File: config.mk
export PLATFORM = sky130hd
export DESIGN_NAME = johnson_seq_ctrl_flat
export DESIGN_NICKNAME = d
export VERILOG_FILES = /design/src/rtl/johnson_seq_ctrl_if.sv /design/src/rtl/johnson_seq_ctrl.sv /design/src/flat_wrapper.sv
export SDC_FILE = /design/constraint.sdc
export NUM_CORES = 1
export LEC_CHECK = 0
export ABC_AREA = 1
export CAP_MARGIN = 0
export CORE_ASPECT_RATIO = 1.5
export CORE_MARGIN = 5
export CORE_UTILIZATION = 32
export DETAILED_ROUTE_END_ITERATION = 16
export PLACE_DENSITY = 0.59
export SYNTH_ARGS = -nofsm -noshare
export SYNTH_HDL_FRONTEND = slang
export SYNTH_SLANG_ARGS = --single-unit
File: constraint.sdc
create_clock -name clk -period 3.2 [get_ports clk]
set_input_delay 0.64 -clock clk [delete_from_list [all_inputs] [get_ports clk]]
set_output_delay 0.64 -clock clk [all_outputs]
set_load 0.02 [all_outputs]
File: src/rtl/johnson_seq_ctrl_if.sv
// Handshake/command bundle between the KEY/SW decode (master) and the
// Johnson counter sequencer (slave). Carries the command pulses, the
// run configuration and the registered drive/status back to the counter.
interface johnson_seq_ctrl_if #(
    parameter int unsigned BURST_W = 8
);

    // Command pulses and configuration from the key/switch decode
    logic               start;
    logic               stop;
    logic               step;
    logic               clear;
    logic               dir_in;
    logic [4:0]         rate_sel;
    logic [BURST_W-1:0] burst_len;

    // Counter drive and status from the sequencer
    logic               cnt_en;
    logic               cnt_clr;
    logic               cnt_dir;
    logic               busy;
    logic               done;
    logic [1:0]         state;
    logic [BURST_W-1:0] steps_done;

    modport master (
        output start,
        output stop,
        output step,
        output clear,
        output dir_in,
        output rate_sel,
        output burst_len,
        input  cnt_en,
        input  cnt_clr,
        input  cnt_dir,
        input  busy,
        input  done,
        input  state,
        input  steps_done
    );

    modport slave (
        input  start,
        input  stop,
        input  step,
        input  clear,
        input  dir_in,
        input  rate_sel,
        input  burst_len,
        output cnt_en,
        output cnt_clr,
        output cnt_dir,
        output busy,
        output done,
        output state,
        output steps_done
    );

endinterface

File: src/rtl/johnson_seq_ctrl.sv
// Run/pause/step/burst sequencer for the Johnson counter datapath.
// Single clock domain: an internal prescaler produces rate ticks from clk and
// the counter is driven by registered enable/clear/direction pulses. Every
// output reflects the decision taken in the previous cycle.
module johnson_seq_ctrl #(
    parameter int unsigned DIV_W   = 32,
    parameter int unsigned BURST_W = 8
) (
    input  logic              clk,
    input  logic              reset,
    johnson_seq_ctrl_if.slave bus
);

    typedef enum logic [1:0] {
        StIdle  = 2'd0,
        StRun   = 2'd1,
        StPause = 2'd2,
        StStep  = 2'd3
    } state_e;

    state_e             state_q, state_d;
    logic [DIV_W-1:0]   div_q, div_d;
    logic [4:0]         rate_q, rate_d;
    logic [BURST_W-1:0] len_q, len_d;
    logic [BURST_W-1:0] steps_q, steps_d;
    logic               dir_q, dir_d;
    logic               en_q, en_d;
    logic               clr_q, clr_d;
    logic               done_q, done_d;
    logic               busy_q, busy_d;

    logic [DIV_W-1:0]   tick_match;
    logic [DIV_W-1:0]   tick_mask;
    logic               tick;
    logic [BURST_W-1:0] steps_inc;

    // Rate tick: low rate_q+1 bits of the prescaler equal 1<<rate_q, so the
    // first tick lands half a period after RUN entry.
    always_comb begin
        tick_match = DIV_W'(1) << rate_q;
        tick_mask  = (tick_match << 1) - DIV_W'(1);
        tick       = (state_q == StRun) && ((div_q & tick_mask) == tick_match);
        steps_inc  = steps_q + BURST_W'(1);
    end

    // Next-state and registered-output decisions; clear beats stop beats
    // start beats step, and lower-priority pulses are simply dropped.
    always_comb begin
        state_d = state_q;
        div_d   = div_q;
        rate_d  = rate_q;
        len_d   = len_q;
        steps_d = steps_q;
        dir_d   = dir_q;
        en_d    = 1'b0;
        clr_d   = 1'b0;
        done_d  = 1'b0;

        // The prescaler free-runs while in RUN, including the cycle a stop
        // arrives, so a resume keeps the original tick phase.
        if (state_q == StRun) begin
            div_d = div_q + DIV_W'(1);
        end

        if (bus.clear) begin
            state_d = StIdle;
            clr_d   = 1'b1;
            steps_d = '0;
            div_d   = '0;
        end else begin
            unique case (state_q)
                StIdle: begin
                    if (bus.start) begin
                        state_d = StRun;
                        div_d   = '0;
                        rate_d  = bus.rate_sel;
                        len_d   = bus.burst_len;
                        dir_d   = bus.dir_in;
                        steps_d = '0;
                    end else if (bus.step) begin
                        state_d = StStep;
                        dir_d   = bus.dir_in;
                    end
                end
                StRun: begin
                    if (bus.stop) begin
                        // A tick coinciding with stop is swallowed.
                        state_d = StPause;
                    end else if (tick) begin
                        en_d    = 1'b1;
                        steps_d = steps_inc;
                        if ((len_q != '0) && (steps_inc == len_q)) begin
                            done_d  = 1'b1;
                            state_d = StIdle;
                        end
                    end
                end
                StPause: begin
                    if (bus.stop) begin
                        state_d = StIdle;
                    end else if (bus.start) begin
                        // Resume: prescaler, rate, length and count retained.
                        state_d = StRun;
                    end else if (bus.step) begin
                        state_d = StStep;
                        dir_d   = bus.dir_in;
                    end
                end
                StStep: begin
                    // Single advance; never raises done even if it hits len_q.
                    en_d    = 1'b1;
                    steps_d = steps_inc;
                    state_d = StPause;
                end
                default: begin
                    state_d = StIdle;
                end
            endcase
        end

        busy_d = (state_d == StRun) || (state_d == StStep);
    end

    // State and output registers with synchronous active-high reset.
    always_ff @(posedge clk) begin
        if (reset) begin
            state_q <= StIdle;
            div_q   <= '0;
            rate_q  <= '0;
            len_q   <= '0;
            steps_q <= '0;
            dir_q   <= 1'b0;
            en_q    <= 1'b0;
            clr_q   <= 1'b0;
            done_q  <= 1'b0;
            busy_q  <= 1'b0;
        end else begin
            state_q <= state_d;
            div_q   <= div_d;
            rate_q  <= rate_d;
            len_q   <= len_d;
            steps_q <= steps_d;
            dir_q   <= dir_d;
            en_q    <= en_d;
            clr_q   <= clr_d;
            done_q  <= done_d;
            busy_q  <= busy_d;
        end
    end

    assign bus.cnt_en     = en_q;
    assign bus.cnt_clr    = clr_q;
    assign bus.cnt_dir    = dir_q;
    assign bus.busy       = busy_q;
    assign bus.done       = done_q;
    assign bus.state      = state_q;
    assign bus.steps_done = steps_q;

endmodule
File: src/flat_wrapper.sv
// flat-port wrapper written by rule: the top's interface ports become plain ports
module johnson_seq_ctrl_flat 
#(
    parameter int unsigned DIV_W   = 32,
    parameter int unsigned BURST_W = 8
)
  (clk, reset, bus_start, bus_stop, bus_step, bus_clear, bus_dir_in, bus_rate_sel, bus_burst_len, bus_cnt_en, bus_cnt_clr, bus_cnt_dir, bus_busy, bus_done, bus_state, bus_steps_done);
  johnson_seq_ctrl_if #(.BURST_W(BURST_W)) bus_i ();
  input  logic clk;
  input  logic reset;
  input wire logic [$bits(bus_i.start)-1:0] bus_start;
  input wire logic [$bits(bus_i.stop)-1:0] bus_stop;
  input wire logic [$bits(bus_i.step)-1:0] bus_step;
  input wire logic [$bits(bus_i.clear)-1:0] bus_clear;
  input wire logic [$bits(bus_i.dir_in)-1:0] bus_dir_in;
  input wire logic [$bits(bus_i.rate_sel)-1:0] bus_rate_sel;
  input wire logic [$bits(bus_i.burst_len)-1:0] bus_burst_len;
  output wire logic [$bits(bus_i.cnt_en)-1:0] bus_cnt_en;
  output wire logic [$bits(bus_i.cnt_clr)-1:0] bus_cnt_clr;
  output wire logic [$bits(bus_i.cnt_dir)-1:0] bus_cnt_dir;
  output wire logic [$bits(bus_i.busy)-1:0] bus_busy;
  output wire logic [$bits(bus_i.done)-1:0] bus_done;
  output wire logic [$bits(bus_i.state)-1:0] bus_state;
  output wire logic [$bits(bus_i.steps_done)-1:0] bus_steps_done;
  assign bus_i.start = bus_start;
  assign bus_i.stop = bus_stop;
  assign bus_i.step = bus_step;
  assign bus_i.clear = bus_clear;
  assign bus_i.dir_in = bus_dir_in;
  assign bus_i.rate_sel = bus_rate_sel;
  assign bus_i.burst_len = bus_burst_len;
  assign bus_cnt_en = bus_i.cnt_en;
  assign bus_cnt_clr = bus_i.cnt_clr;
  assign bus_cnt_dir = bus_i.cnt_dir;
  assign bus_busy = bus_i.busy;
  assign bus_done = bus_i.done;
  assign bus_state = bus_i.state;
  assign bus_steps_done = bus_i.steps_done;
  johnson_seq_ctrl #(.DIV_W(DIV_W), .BURST_W(BURST_W)) u_core (.clk(clk), .reset(reset), .bus(bus_i));
endmodule
==> results of run 1 <==
-- timing repair --
item,in CTS,in global routing
setup endpoints to repair,0,13
buffers inserted,0,3
gates resized for setup,0,14
-- area by class of cell --
class                      count  area [um^2]  share of cell area, %
multi-input combinational    600         3136                  54.74
sequential                    60         1206                  21.06
timing repair buffer          50        464.2                  8.104
inverter                     105        396.6                  6.924
tap                          199        249.0                  4.347
clock buffer                   9        225.2                  3.932
clock inverter                 7        51.30                 0.8956
-- critical path: cells and delay by family (launching register included) --
kind / cells / cell delay (ps)
and+or+nand+nor: 18 / 2180
buffers and inverters: 2 / 330
DFF: 1 / 340
-- how the worst max path moves through the flow --
stage,to,slack (ps),start
floorplan,u_core.bus.steps_done[7]$_SDFFE_PP0P_,450,u_core.rate_q[3]$_SDFFE_PP0P_
global placement,u_core.bus.steps_done[7]$_SDFFE_PP0P_,170,u_core.rate_q[0]$_SDFFE_PP0P_
detailed placement,u_core.bus.steps_done[3]$_SDFFE_PP0P_,80,u_core.rate_q[0]$_SDFFE_PP0P_
CTS,u_core.bus.steps_done[3]$_SDFFE_PP0P_,60,u_core.rate_q[0]$_SDFFE_PP0P_
global route,u_core.bus.steps_done[2]$_SDFFE_PP0P_,2,u_core.rate_q[3]$_SDFFE_PP0P_
finish,u_core.bus.steps_done[3]$_SDFFE_PP0P_,250,u_core.rate_q[4]$_SDFFE_PP0P_
-- power by group through the flow --
stage	clock network, mW	registers, mW	logic [mW]
after global placement	0	0.812	0.537
after floorplan	0	0.820	0.384
after detailed placement	0	0.812	0.537
after global routing	0.951	0.800	0.629
after CTS	0.923	0.796	0.539
final	0.902	0.797	0.557
-- routing by layer --
metal / global-route usage (%) / share of wire, %
met5: 0 / 0
met4: 12.83 / 7.3
met3: 2.815 / 3.0
met2: 32.15 / 52
met1: 18.20 / 37
-- logic make-up after synthesis --
logic type | Yosys count
XOR/XNOR | 29
flip-flops | 60
AO/OA/AOI/OAI | 82
AND/OR/NAND/NOR | 481
buffers and inverters | 128
adder cells (fa/ha/maj) | 7
-- cell usage after synthesis (2+ instances only) --
cell	n
buf_2	3
nor3_1	16
a31oi_1	2
nor4_1	8
inv_2	10
nor2_2	7
xnor2_1	6
nand2_2	3
ha_1	7
nor2_4	6
nor2_1	121
dfxtp_1	60
buf_6	5
buf_4	2
o21ai_1	3
xor2_1	23
nand4_1	49
o21a_1	4
o21ai_0	21
inv_1	94
nand3_2	6
a211oi_1	12
nand3_1	71
a21oi_1	34
o21bai_1	2
or2_2	2
nand4_2	9
clkbuf_1	12
nand2_1	178
-- flip-flops by register name (all words and copies together) (netlist names), 2 cells and up --
register and flops:
u_core.bus.state 2, u_core.div_q 32, u_core.bus.steps_done 8, u_core.rate_q 5, u_core.len_q 8
-- per-stage QoR --
step | power (mW) | setup WS (ps)
after floorplan | 1.205 | 454.7
after global placement | 1.349 | 173.1
after detailed placement | 1.349 | 75.31
after CTS | 2.259 | 58.29
after global routing | 2.380 | 1.529
final | 2.257 | 246.9
==> results.toml, run 1 <==
[clock_tree]
cts_num_sinks = 60
cts_hold_buf = 0
htreeDepth = 3
cts_buffers = 9
clockBufferDepth = 2
clockRootBuffer = "clkbuf_16"
cts_tree = "yes"
worstSkewPairLatency_ps = 340
cts.clk_slew.worst_paths_ps = 60

[die]
initial_utilization_pct = 32.34
ios = 35
rows = 55
die-area_um2 = 17700
die_h_um = 160.5
die_w_um = 110.3
coreArea_um2 = 14930

[grt]
antenna_found_initial = 0
grt_util_all_layers_pct = 17.92
grt_max_degree = 24
grt_pass1_vias = 5195
grt_first_pass_wirelength_mm = 24.95
grt_overflow = 0

[sta]
min_period_over_period_pct = 92.28
worst_slew_pin_slew_ps = 655.4
setup_viol = 0
setup_tns_ps = 0
max_freq_mhz = 338.6
hold_ws_ps = 487.2
rsz0062_at_grt = "false"
maxSlewHeadroom_pct = 56.26
slew_violations = 0
skew_ps = 10.22
finalHoldViolCount = 0
min_period_ps = 2953

[logic_synthesis]
synth_top_family_by_area = "simple AND/OR/NAND/NOR gates"
yosysUniqueCellTypes = 40
yosys.area_share.xor_xnor_pct = 5.259
async_reset_ff_share_pct = 0
synth_top_cell_by_area = "dfxtp_1"
yosysWarnings = 0
yosys.area_share.adder_pct = 1.813
synth_seq_cells = 60
syn_inst = 787
synthFlopType = "dfxtp_1"
synthMuxAreaShare_pct = 0
synth_edf_count = 0
syn-cell-area_um2 = 4830
synth_top_area_share_pct = 24.87
netlist_top_cells_area = "dfxtp_1 (25%), nand2_1 (14%), nor2_1 (9.4%), nand3_1 (7.4%), inv_1 (7.3%)"
synth_fp_nets = 814
synth-simple-area-share_pct = 47.28
ys_seq_area_share_pct = 24.87
synth_compound_area_share_pct = 9.819
syn_area_per_cell_um2 = 6.137

[worst_setup_path]
crit_type = "flip-flop to flip-flop"
cpMostUsedCell = "nand2_1"
ff2ff_path_depth = 20
worstPathRequired_ps = 3430
crit_chain = "inv_2 > buf_4 > nand4_2 > nand2_1 > nor2_2 > nand2_1 > nor2_1 > nand2_1 > nand2_1 > nand3_1 > nand2_1 > nand2_1 > nor2_1 > nand2_1 > nor2_1 > nand3_4 > nand2_4 > nand3_1 > nand2_1 > nor2_1"
critPathLaunchType = "flip-flop"
crit_arrival_ps = 3180
crit_fanout = 13
reg2reg_setup_slack_ps = 250
r2r-end = "u_core.bus.steps_done[3]$_SDFFE_PP0P_"
cpPeakStageDelay_ps = 340
critPathCaptureType = "flip-flop"
crit_slowest_cell = "dfxtp_1"
rr_startpoint = "u_core.rate_q[4]$_SDFFE_PP0P_"

[final_layout]
final_layout_size_suffix_gt1_share_pct = 10.35
final_cell_mix = "nand2_1 (177), nor2_1 (118), inv_1 (94)"
final_core_utilization_pct = 38.36
fillers = 1618
fin_nets = 853
finish.instance_area_um2 = 5728
antenna_cells = 0
finalNonFillerCells = 1030
areaGrowthSynthToFinish_pct = 18.60
final_common_cell = "nand2_1"

[place]
port_buffers = 34
dp_hpwl_mm = 12.14
place_area_um2 = 5381
dpl.cell_count = 1010
gp_congestion = 0.9427

[drt]
drcViolationCount = 0
viasPerCell = 5.074
drt-total-wl_mm = 15.27
ant_nets = 0
firstDrtPassIters = 5
via_count = 5226
wl_per_cell_um = 14.83
drt_iter0_markers = 326

[worst_hold_path]
hold_class = "flip-flop to flip-flop"
holdCritStartpoint = "u_core.bus.cnt_dir$_SDFFE_PP0P_"
holdPathEnd = "u_core.bus.cnt_dir$_SDFFE_PP0P_"
hold_path_depth = 2

[run]
max-cap-violations = 0

[power_and_ir_drop]
power_frac_seq_pct = 35.3
comb_power_share_pct = 24.7
power.leakage_nw = 2.506
p_int_mw = 1.491
pwr-share-clk_pct = 40.0
p_sw_mw = 0.7661
powerDensity_nw_per_um2 = 394.0
irDropWorstVdd_uv = 348.0
switching_share_pct = 33.95

[status]
status = "finished, final reports clean"
No activity file was read; power rests on OpenSTA's default activity.
==> run 2: changes to the inputs <==
--- a/config.mk
+++ b/config.mk
@@ -6,7 +6,7 @@
 export NUM_CORES = 1
 export LEC_CHECK = 0
 export ABC_AREA = 1
-export CAP_MARGIN = 0
+export CAP_MARGIN = 20
 export CORE_ASPECT_RATIO = 1.5
 export CORE_MARGIN = 5
 export CORE_UTILIZATION = 32
@@ -15,3 +15,4 @@
 export SYNTH_ARGS = -nofsm -noshare
 export SYNTH_HDL_FRONTEND = slang
 export SYNTH_SLANG_ARGS = --single-unit
+export TNS_END_PERCENT = 20
==> results of run 2 <==
Final layout, timing and power as in run 1 (identical DEF).
